$ cat src/rtl/stream_seq_checker_sat_counter.sv
// Saturating up-counter with synchronous clear.
// Holds at all-ones instead of wrapping.
module sat_counter #(
  parameter int WIDTH = 16
) (
  input  logic             clk,
  input  logic             rst,
  input  logic             clr,
  input  logic             inc,
  output logic [WIDTH-1:0] count
);

  always_ff @(posedge clk or posedge rst) begin
    if (rst) begin
      count <= '0;
    end else if (clr) begin
      count <= '0;
    end else if (inc && (count != '1)) begin
      count <= count + WIDTH'(1);
    end
  end

endmodule

$ cat config.mk
export PLATFORM = sky130hd
export DESIGN_NAME = sat_counter
export DESIGN_NICKNAME = d
export VERILOG_FILES = /design/src/rtl/stream_seq_checker_sat_counter.sv
export SDC_FILE = /design/constraint.sdc
export NUM_CORES = 1
export LEC_CHECK = 0
export ABC_AREA = 1
export CAP_MARGIN = 20
export CORE_MARGIN = 3
export CORE_UTILIZATION = 45
export CTS_BUF_LIST = sky130_fd_sc_hd__clkbuf_8
export DETAILED_ROUTE_END_ITERATION = 6
export PLACE_DENSITY = 0.71
export SYNTH_ARGS = -nofsm -noshare
export SYNTH_HDL_FRONTEND = slang
export SYNTH_SLANG_ARGS = --single-unit
$ cat constraint.sdc
create_clock -name clk -period 1.5 [get_ports clk]
set_input_delay 0.225 -clock clk [delete_from_list [all_inputs] [get_ports clk]]
set_output_delay 0.225 -clock clk [all_outputs]
set_load 0.03 [all_outputs]
==> impl_metrics.env, run 1 <==
export IMPL_io_pins=20
export IMPL_synth_top_area_share=0.370
export IMPL_synth_top_cell_by_area="dfrtp_1"
export IMPL_synth_area_per_cell_um2=6.81
export IMPL_fmax_mhz=708
export IMPL_path_class="reg -> reg"
export IMPL_status="complete, no violations"
export IMPL_synth_warnings=0
export IMPL_rows=17
export IMPL_synthArstFlopShare=1.00
export IMPL_syn_area_mm2=0.00108
export IMPL_regMostFlops="count"
export IMPL_worstPathArrival_ns=1.60
export IMPL_dr_total_vias=1155
export IMPL_cp_max_fo=6
export IMPL_crit_end="count[3]"
export IMPL_drv_cap=0
export IMPL_grt_pass1_wl_mm=4.57
export IMPL_cp_end_kind="register"
export IMPL_clockBufferDepth=2
export IMPL_cts_tree="done"
export IMPL_rrSetupSlack_ns=0.09
export IMPL_numCtsBuffers=3
export IMPL_hold_viol=0
export IMPL_netlist_top_cells_count="64 x nand2_1, 16 x dfrtp_1, 16 x inv_1, 16 x nor2_1, 12 x nand3_1"
export IMPL_synth_cell_types=24
export IMPL_die_y_um=55.1
export IMPL_startpoint_type="register"
export IMPL_post_place_cells=218
export IMPL_stdcell_count=230
export IMPL_grt_start_max_net_pins=17
export IMPL_port_buffers=19
export IMPL_antenna_found_initial=0
export IMPL_wirelength_mm=2.91
export IMPL_clk_latency_ns=0.25
export IMPL_setup_viol=0
export IMPL_switching_share=0.240
export IMPL_clock_skew_ns=0.000508
export IMPL_htreeDepth=1
export IMPL_p_leak_nw=0.874
export IMPL_r2r_cells=10
export IMPL_tightest_slew_ns=0.338
export IMPL_slew_limit_headroom=0.776
export IMPL_crit_required_ns=1.69
export IMPL_syn_nets=164
export IMPL_top_regs="count x16"
export IMPL_critical_path_startpoint="count[0]"
export IMPL_final_area_mm2=0.00155
export IMPL_synth_edff_count=0
export IMPL_die_area_mm2=0.00303
export IMPL_p_comb_frac=0.105
export IMPL_peakVddDrop_mv=0.363
export IMPL_dp_hpwl_mm=2.14
export IMPL_seq_power_share=0.475
export IMPL_drv_slew=0
export IMPL_antenna_left=0
export IMPL_wl_per_cell_um=12.7
export IMPL_core_mm2=0.00225
export IMPL_yosysMostFrequentCell="nand2_1"
export IMPL_final_nets=208
export IMPL_dpl_instance_area_mm2=0.00142
export IMPL_die_x_um=55.1
export IMPL_start_util=0.481
export IMPL_firstDrtPassIters=4
export IMPL_avgViaCountPerCell=5.02
export IMPL_grt_overflow_total=0
export IMPL_syn_to_final_growth_pct=43.0
export IMPL_worstHoldPathType="in -> async"
export IMPL_drive_above_1_share=0.257
export IMPL_p_per_area_mw_per_mm2=601
export IMPL_gp_congestion=0.885
export IMPL_yosysSeqAreaShare=0.370
export IMPL_synth_flop_cell="dfrtp_1"
export IMPL_cts_sinks=16
export IMPL_diodes=0
export IMPL_fin_crit_ns=1.41
export IMPL_clk_pin_slew_ns=0.07
export IMPL_netlist_top_cells_area="dfrtp_1 37%, nand2_1 22%, nand4_1 6.4%"
export IMPL_worstReg2RegEnd="count[3]"
export IMPL_switchingPower_mw=0.223
export IMPL_largest_register_ffs=16
export IMPL_internal_power_mw=0.708
export IMPL_drt_initial_drc_count=28
export IMPL_dpl_worst_slack_ns=0.0394
export IMPL_grt_pass1_vias=1046
export IMPL_power_share_clock=0.420
export IMPL_syn_inst=159
export IMPL_drc=0
export IMPL_finalWorstSetupSlack_ns=0.0866
export IMPL_ys_ff_latch=16
export IMPL_gr_usage_all_layers=0.210
export IMPL_reg2reg_from="count[0]"
export IMPL_timing_final_crit_share=0.942
export IMPL_root_buffer="clkbuf_8"
==> worst min-delay path by stage <==
stage                  start        end  slack (ns)  depth (start not counted)
finish                   rst   count[3]        0.28                          3
CTS                      rst  count[14]        0.28                          3
detailed placement  count[5]   count[5]        0.54                          2
floorplan                rst  count[10]        0.14                          1
global placement    count[5]   count[5]        0.53                          2
global route             rst  count[14]        0.31                          3
==> cells by family after synthesis <==
group | Yosys count | synth area share
flops | 16 | 0.370
fa+ha+maj | 1 | 0.0115
compound gates | 3 | 0.0138
simple gates | 114 | 0.492
xor+xnor | 4 | 0.0323
buf+inv | 21 | 0.0808
==> power groups by stage <==
stage | logic, mW | clock network [mW] | registers [mW]
2_1_floorplan | 0.0406 | 0 | 0.462
3_3_place_gp | 0.0976 | 0 | 0.450
3_5_place_dp | 0.0984 | 0 | 0.451
4_1_cts | 0.0950 | 0.398 | 0.442
5_1_grt | 0.107 | 0.416 | 0.442
6_report | 0.0982 | 0.391 | 0.442
==> area by class of cell <==
type / count / area [µm²]
fillers: 220 / 706
flip-flops and latches: 16 / 412
multi-input cells: 122 / 633
inverters: 18 / 67.6
repair buffers: 42 / 347
well taps: 28 / 35.0
clock buffers: 4 / 55.1
==> timing repair <==
| item | in CTS | in global routing |
|---|---|---|
| endpoints found under the hold margin | 0 | 0 |
| setup endpoints to repair | 16 | 16 |
| gates resized for setup | 16 | 13 |
| setup buffers | 0 | 8 |
| pin swaps | 0 | 2 |
| hold buffers | 0 | 0 |
==> per-layer routing <==
layer,global-route usage,vias to the layer above,routed length [µm],share of wire
met3,0.0295,4,97,0.033
met5,0,-,0,0
li1,-,586,-,-
met1,0.280,536,1360,0.47
met4,0.0769,0,34,0.012
met2,0.344,29,1420,0.49
==> critical path, cell delays in order, from the launching register on <==
cell and delay (ns):
dfrtp_2 0.39, ha_4 0.16, nand2_4 0.07, nor2_8 0.10, nand2_4 0.07, nor2_4 0.12
nor2_4 0.06, nor2_4 0.11, buf_4 0.16, nand2_1 0.05, nand2_1 0.06
==> placed cells by master, fill, tap and decap left out, types with 2 or more instances in the layout <==
master	n
xor2_1	2
clkbuf_8	4
nand3b_1	2
buf_4	22
dfrtp_2	9
nor2_1	12
inv_1	16
nor2_2	5
nor2_4	4
clkdlybuf4s50_1	3
dlygate4sd2_1	16
nand2_2	2
nand4_1	11
dfrtp_1	7
nand2_4	2
xnor2_1	2
nand2_1	62
nand3_1	12
==> through the flow <==
stage | TNS, ns | hold WS (ns) | util | total power [mW]
detailed placement | 0 | 0.540 | 0.632 | 0.549
floorplan | -0.670 | 0.138 | - | 0.502
finish | 0 | 0.283 | 0.687 | 0.932
global route | -0.0500 | 0.308 | 0.687 | 0.966
CTS | 0 | 0.285 | 0.647 | 0.935
global placement | 0 | 0.532 | 0.632 | 0.548
No activity file was read; power rests on OpenSTA's default activity.
==> inputs of run 2 (changes only) <==
- ABC_AREA: 1 -> default
- PLACE_DENSITY: 0.71 -> 0.73
==> impl_metrics.env, run 2 <==
export IMPL_syn_nets=106
export IMPL_dpl_instance_area_mm2=0.00142
export IMPL_netlist_top_cells_count="16 x dfrtp_1, 12 x a21oi_1, 7 x nand3_1"
export IMPL_synth_mux_area_frac=0.0349
export IMPL_port_buffers=19
export IMPL_firstError="[ERROR DPL-0033] detailed placement checks failed during check placement."
export IMPL_yosysSeqAreaShare=0.430
export IMPL_io_pins=20
export IMPL_synth_top_family_by_area="simple AND/OR/NAND/NOR gates"
export IMPL_post_place_cells=175
export IMPL_synth_flop_cell="dfrtp_1"
export IMPL_lastStage="global routing (5_1_grt)"
export IMPL_status="did not finish"
export IMPL_cts_hold_buf=0
export IMPL_synth_top_cell_by_area="dfrtp_1"
export IMPL_numCtsBuffers=3
export IMPL_syn_inst=101
export IMPL_htreeDepth=1
export IMPL_synth_area_per_cell_um2=9.23
export IMPL_yosysMostFrequentCell="dfrtp_1"
export IMPL_grt_start_max_net_pins=17
export IMPL_synthArstFlopShare=1.00
export IMPL_syn_area_um2=932
export IMPL_dp_hpwl_mm=2.07
export IMPL_synth_compound_area_frac=0.157
export IMPL_synthAdderAreaFrac=0.0134
export IMPL_die_y_um=51.5
export IMPL_grt_worst_endpoint="count[13]$_DFFE_PP0P_/D"
export IMPL_start_util=0.507
export IMPL_clockBufferDepth=2
export IMPL_cts_sinks=16
export IMPL_antenna_found_initial=0
export IMPL_synth_top_area_share=0.430
export IMPL_ys_ff_latch=16
export IMPL_rows=15
export IMPL_root_buffer="clkbuf_8"
export IMPL_synth_warnings=0
export IMPL_synth_edff_count=0
export IMPL_die_x_um=51.5
export IMPL_netlist_top_cells_area="dfrtp_1 43%, a21oi_1 6.4%, or4_1 4.8%"
export IMPL_synthSimpleGateAreaFrac=0.326
export IMPL_synthXorXnorAreaFrac=0
export IMPL_synth_cell_types=29
export IMPL_gp_congestion=0.787
export IMPL_worst_ep_kind="register data pin"
==> run 2: timing repair <==
action / 4_1_cts
setup buffers: 8
resized for setup: 47
endpoints found under the setup margin: 32
pin swaps: 18
cloned: 0
==> run 2: cells by family after synthesis <==
logic type	Yosys count
AND/OR/NAND/NOR	49
adder cells (fa/ha/maj)	1
multiplexers	3
AO/OA/AOI/OAI	25
buffers and inverters	7
flip-flops	16
==> run 2: per-stage QoR <==
step	setup WS (ns)	TNS, ns
2_1_floorplan	-0.312	-2.20
3_3_place_gp	-0.384	-2.87
3_5_place_dp	-0.421	-3.20
4_1_cts	-0.211	-1.99
==> inputs of run 3 (changes only) <==
- CORE_AREA: default -> 3 3 64 66
- CORE_MARGIN: 3 -> default
- CORE_UTILIZATION: 45 -> default
- CTS_BUF_LIST: sky130_fd_sc_hd__clkbuf_8 -> default
- DIE_AREA: default -> 0 0 67 69
- PLACE_DENSITY: 0.73 -> default
- PLACE_DENSITY_LB_ADDON: default -> 0.15
- clock period: 1.5 -> 2 ns (I/O delays scaled with it)
==> impl_metrics.env, run 3 <==
export IMPL_netlist_top_cells_count="16 x dfrtp_1, 12 x a21oi_1, 7 x nand3_1"
export IMPL_finalWorstSetupSlack_ns=0.132
export IMPL_fill_cells=390
export IMPL_syn_nets=106
export IMPL_antenna_found_initial=0
export IMPL_die_y_um=69
export IMPL_firstDrtPassIters=4
export IMPL_clk_pin_slew_ns=0.07
export IMPL_start_util=0.257
export IMPL_cts_sinks=16
export IMPL_drive_above_1_share=0.168
export IMPL_yosysMostFrequentCell="dfrtp_1"
export IMPL_netlist_top_cells_area="dfrtp_1 43%, a21oi_1 6.4%, or4_1 4.8%"
export IMPL_synth_top_area_share=0.430
export IMPL_syn_inst=101
export IMPL_die_x_um=67
export IMPL_setup_viol=0
export IMPL_grt_overflow_total=0
export IMPL_numCtsBuffers=3
export IMPL_root_buffer="clkbuf_8"
export IMPL_finalPower_mw=0.689
export IMPL_rows=22
export IMPL_ys_ff_latch=16
export IMPL_peakVddDrop_mv=0.386
export IMPL_synth_area_per_cell_um2=9.23
export IMPL_reg2reg_from="count[3]"
export IMPL_worstHoldPathType="in -> async"
export IMPL_gp_congestion=0.780
export IMPL_io_pins=20
export IMPL_cp_end_kind="register"
export IMPL_synth_edff_count=0
export IMPL_clk_latency_ns=0.25
export IMPL_path_class="reg -> reg"
export IMPL_synth_flop_cell="dfrtp_1"
export IMPL_wl_per_cell_um=13.9
export IMPL_syn_to_final_growth_pct=39.6
export IMPL_cp_max_fo=7
export IMPL_drv_slew=0
export IMPL_rrSetupSlack_ns=0.13
export IMPL_status="complete, no violations"
export IMPL_r2r_cells=4
export IMPL_fin_crit_ns=1.87
export IMPL_port_buffers=19
export IMPL_stdcell_count=179
export IMPL_setup_tns_final_ns=0
export IMPL_dr_total_vias=918
export IMPL_largest_register_ffs=16
export IMPL_gr_usage_all_layers=0.122
export IMPL_wirelength_mm=2.49
export IMPL_synth_cell_types=29
export IMPL_worstPathArrival_ns=2.05
export IMPL_dpl_worst_slack_ns=0.0111
export IMPL_top_regs="count x16"
export IMPL_avgViaCountPerCell=5.13
export IMPL_synth_warnings=0
export IMPL_fmax_mhz=535
export IMPL_p_leak_nw=0.476
export IMPL_die_area_mm2=0.00462
export IMPL_clock_skew_ns=0.00387
export IMPL_slowest_delay_ns=0.57
export IMPL_final_cell_mix="19 x clkdlybuf4s50_1, 16 x dfrtp_1, 12 x a21oi_1, 11 x buf_4, 7 x nand3_1"
export IMPL_clockBufferDepth=2
export IMPL_cts_tree="done"
export IMPL_drt_initial_drc_count=42
export IMPL_p_per_area_mw_per_mm2=529
export IMPL_drv_cap=0
export IMPL_yosysSeqAreaShare=0.430
export IMPL_grt_pass1_vias=925
export IMPL_rsz0062_at_grt="false"
export IMPL_syn_area_um2=932
export IMPL_tightest_slew_ns=0.650
export IMPL_crit_required_ns=2.18
export IMPL_final_nets=137
export IMPL_dp_hpwl_mm=1.86
export IMPL_drc=0
export IMPL_crit_family="simple AND/OR/NAND/NOR gates"
export IMPL_critPathSlowestCell="or4_4"
export IMPL_grt_start_max_net_pins=17
export IMPL_regMostFlops="count"
export IMPL_synthArstFlopShare=1.00
export IMPL_layout_commonest_cell="clkdlybuf4s50_1"
export IMPL_antenna_left=0
export IMPL_post_place_cells=175
export IMPL_grt_pass1_wl_mm=4.42
export IMPL_diodes=0
export IMPL_htreeDepth=1
export IMPL_cts_hold_buf=0
export IMPL_worstReg2RegEnd="count[13]"
export IMPL_slew_limit_headroom=0.566
export IMPL_hold_viol=0
export IMPL_timing_final_crit_share=0.934
export IMPL_core_mm2=0.00363
export IMPL_crit_path_cell_trace="nand4_1, or4_4, or4_1, a21oi_1"
export IMPL_synth_top_cell_by_area="dfrtp_1"
export IMPL_worst_path_buf_inv=0
export IMPL_startpoint_type="register"
==> run 3: cell counts after synthesis <==
No cell type changed its count.
==> run 3: cell type report <==
type | instances | area (µm²) | share of cell area
well taps | 48 | 60.1 | 0.0462
clock buffers | 4 | 55.1 | 0.0423
inverters | 3 | 11.3 | 0.00865
repair buffers | 30 | 273 | 0.210
multi-input cells | 78 | 502 | 0.386
flip-flops and latches | 16 | 400 | 0.308
==> run 3: worst register-to-register path, delay by kind of cell, from the launching register on <==
family          cells  cell delay (ns)
compound gates      1             0.15
simple gates        3             1.22
flops               1             0.44
==> run 3: routing by layer <==
metal	global-route usage	part of all wire	wire, µm	vias to the layer above
li1	-	-	-	456
met1	0.164	0.47	1180	439
met4	0.0473	0.017	43	0
met3	0.0391	0.050	124	4
met2	0.178	0.46	1140	19
met5	0	0	0	-
==> run 3: timing repair <==
action                     4_1_cts  5_1_grt
resized for setup                0        1
setup endpoints to repair        0        1
buffers inserted                 0        0
==> run 3: cells by family after synthesis <==
kind of cell,synth area share
AND/OR/NAND/NOR,0.326
AO/OA/AOI/OAI,0.157
flip-flops,0.430
buffers and inverters,0.0389
multiplexers,0.0349
adder cells (fa/ha/maj),0.0134
==> run 3: report_power, final <==
group,internal (mW),leakage [nW],switching (mW)
Clock,0.175,0.0288,0.120
Combinational,0.0273,0.225,0.0367
Sequential,0.327,0.222,0.00223
Total,0.530,0.476,0.159
==> run 3: worst max-delay path by stage <==
stage | cells past startpoint | endpoint | slack [ns] | startpoint
3_3_place_gp | 5 | count[13] | 0.05 | inc
6_report | 4 | count[13] | 0.13 | count[3]
5_1_grt | 4 | count[13] | 0.04 | count[4]
3_5_place_dp | 5 | count[13] | 0.01 | inc
2_1_floorplan | 6 | count[0] | 0.02 | count[0]
4_1_cts | 4 | count[13] | 0.15 | count[8]
==> run 3: stage by stage <==
step	hold WS, ns	util	area, µm²
after floorplan	0.214	-	932
after global placement	0.558	0.341	1240
after detailed placement	0.576	0.341	1240
after CTS	0.455	0.356	1290
after global routing	0.485	0.358	1300
final	0.430	0.358	1300
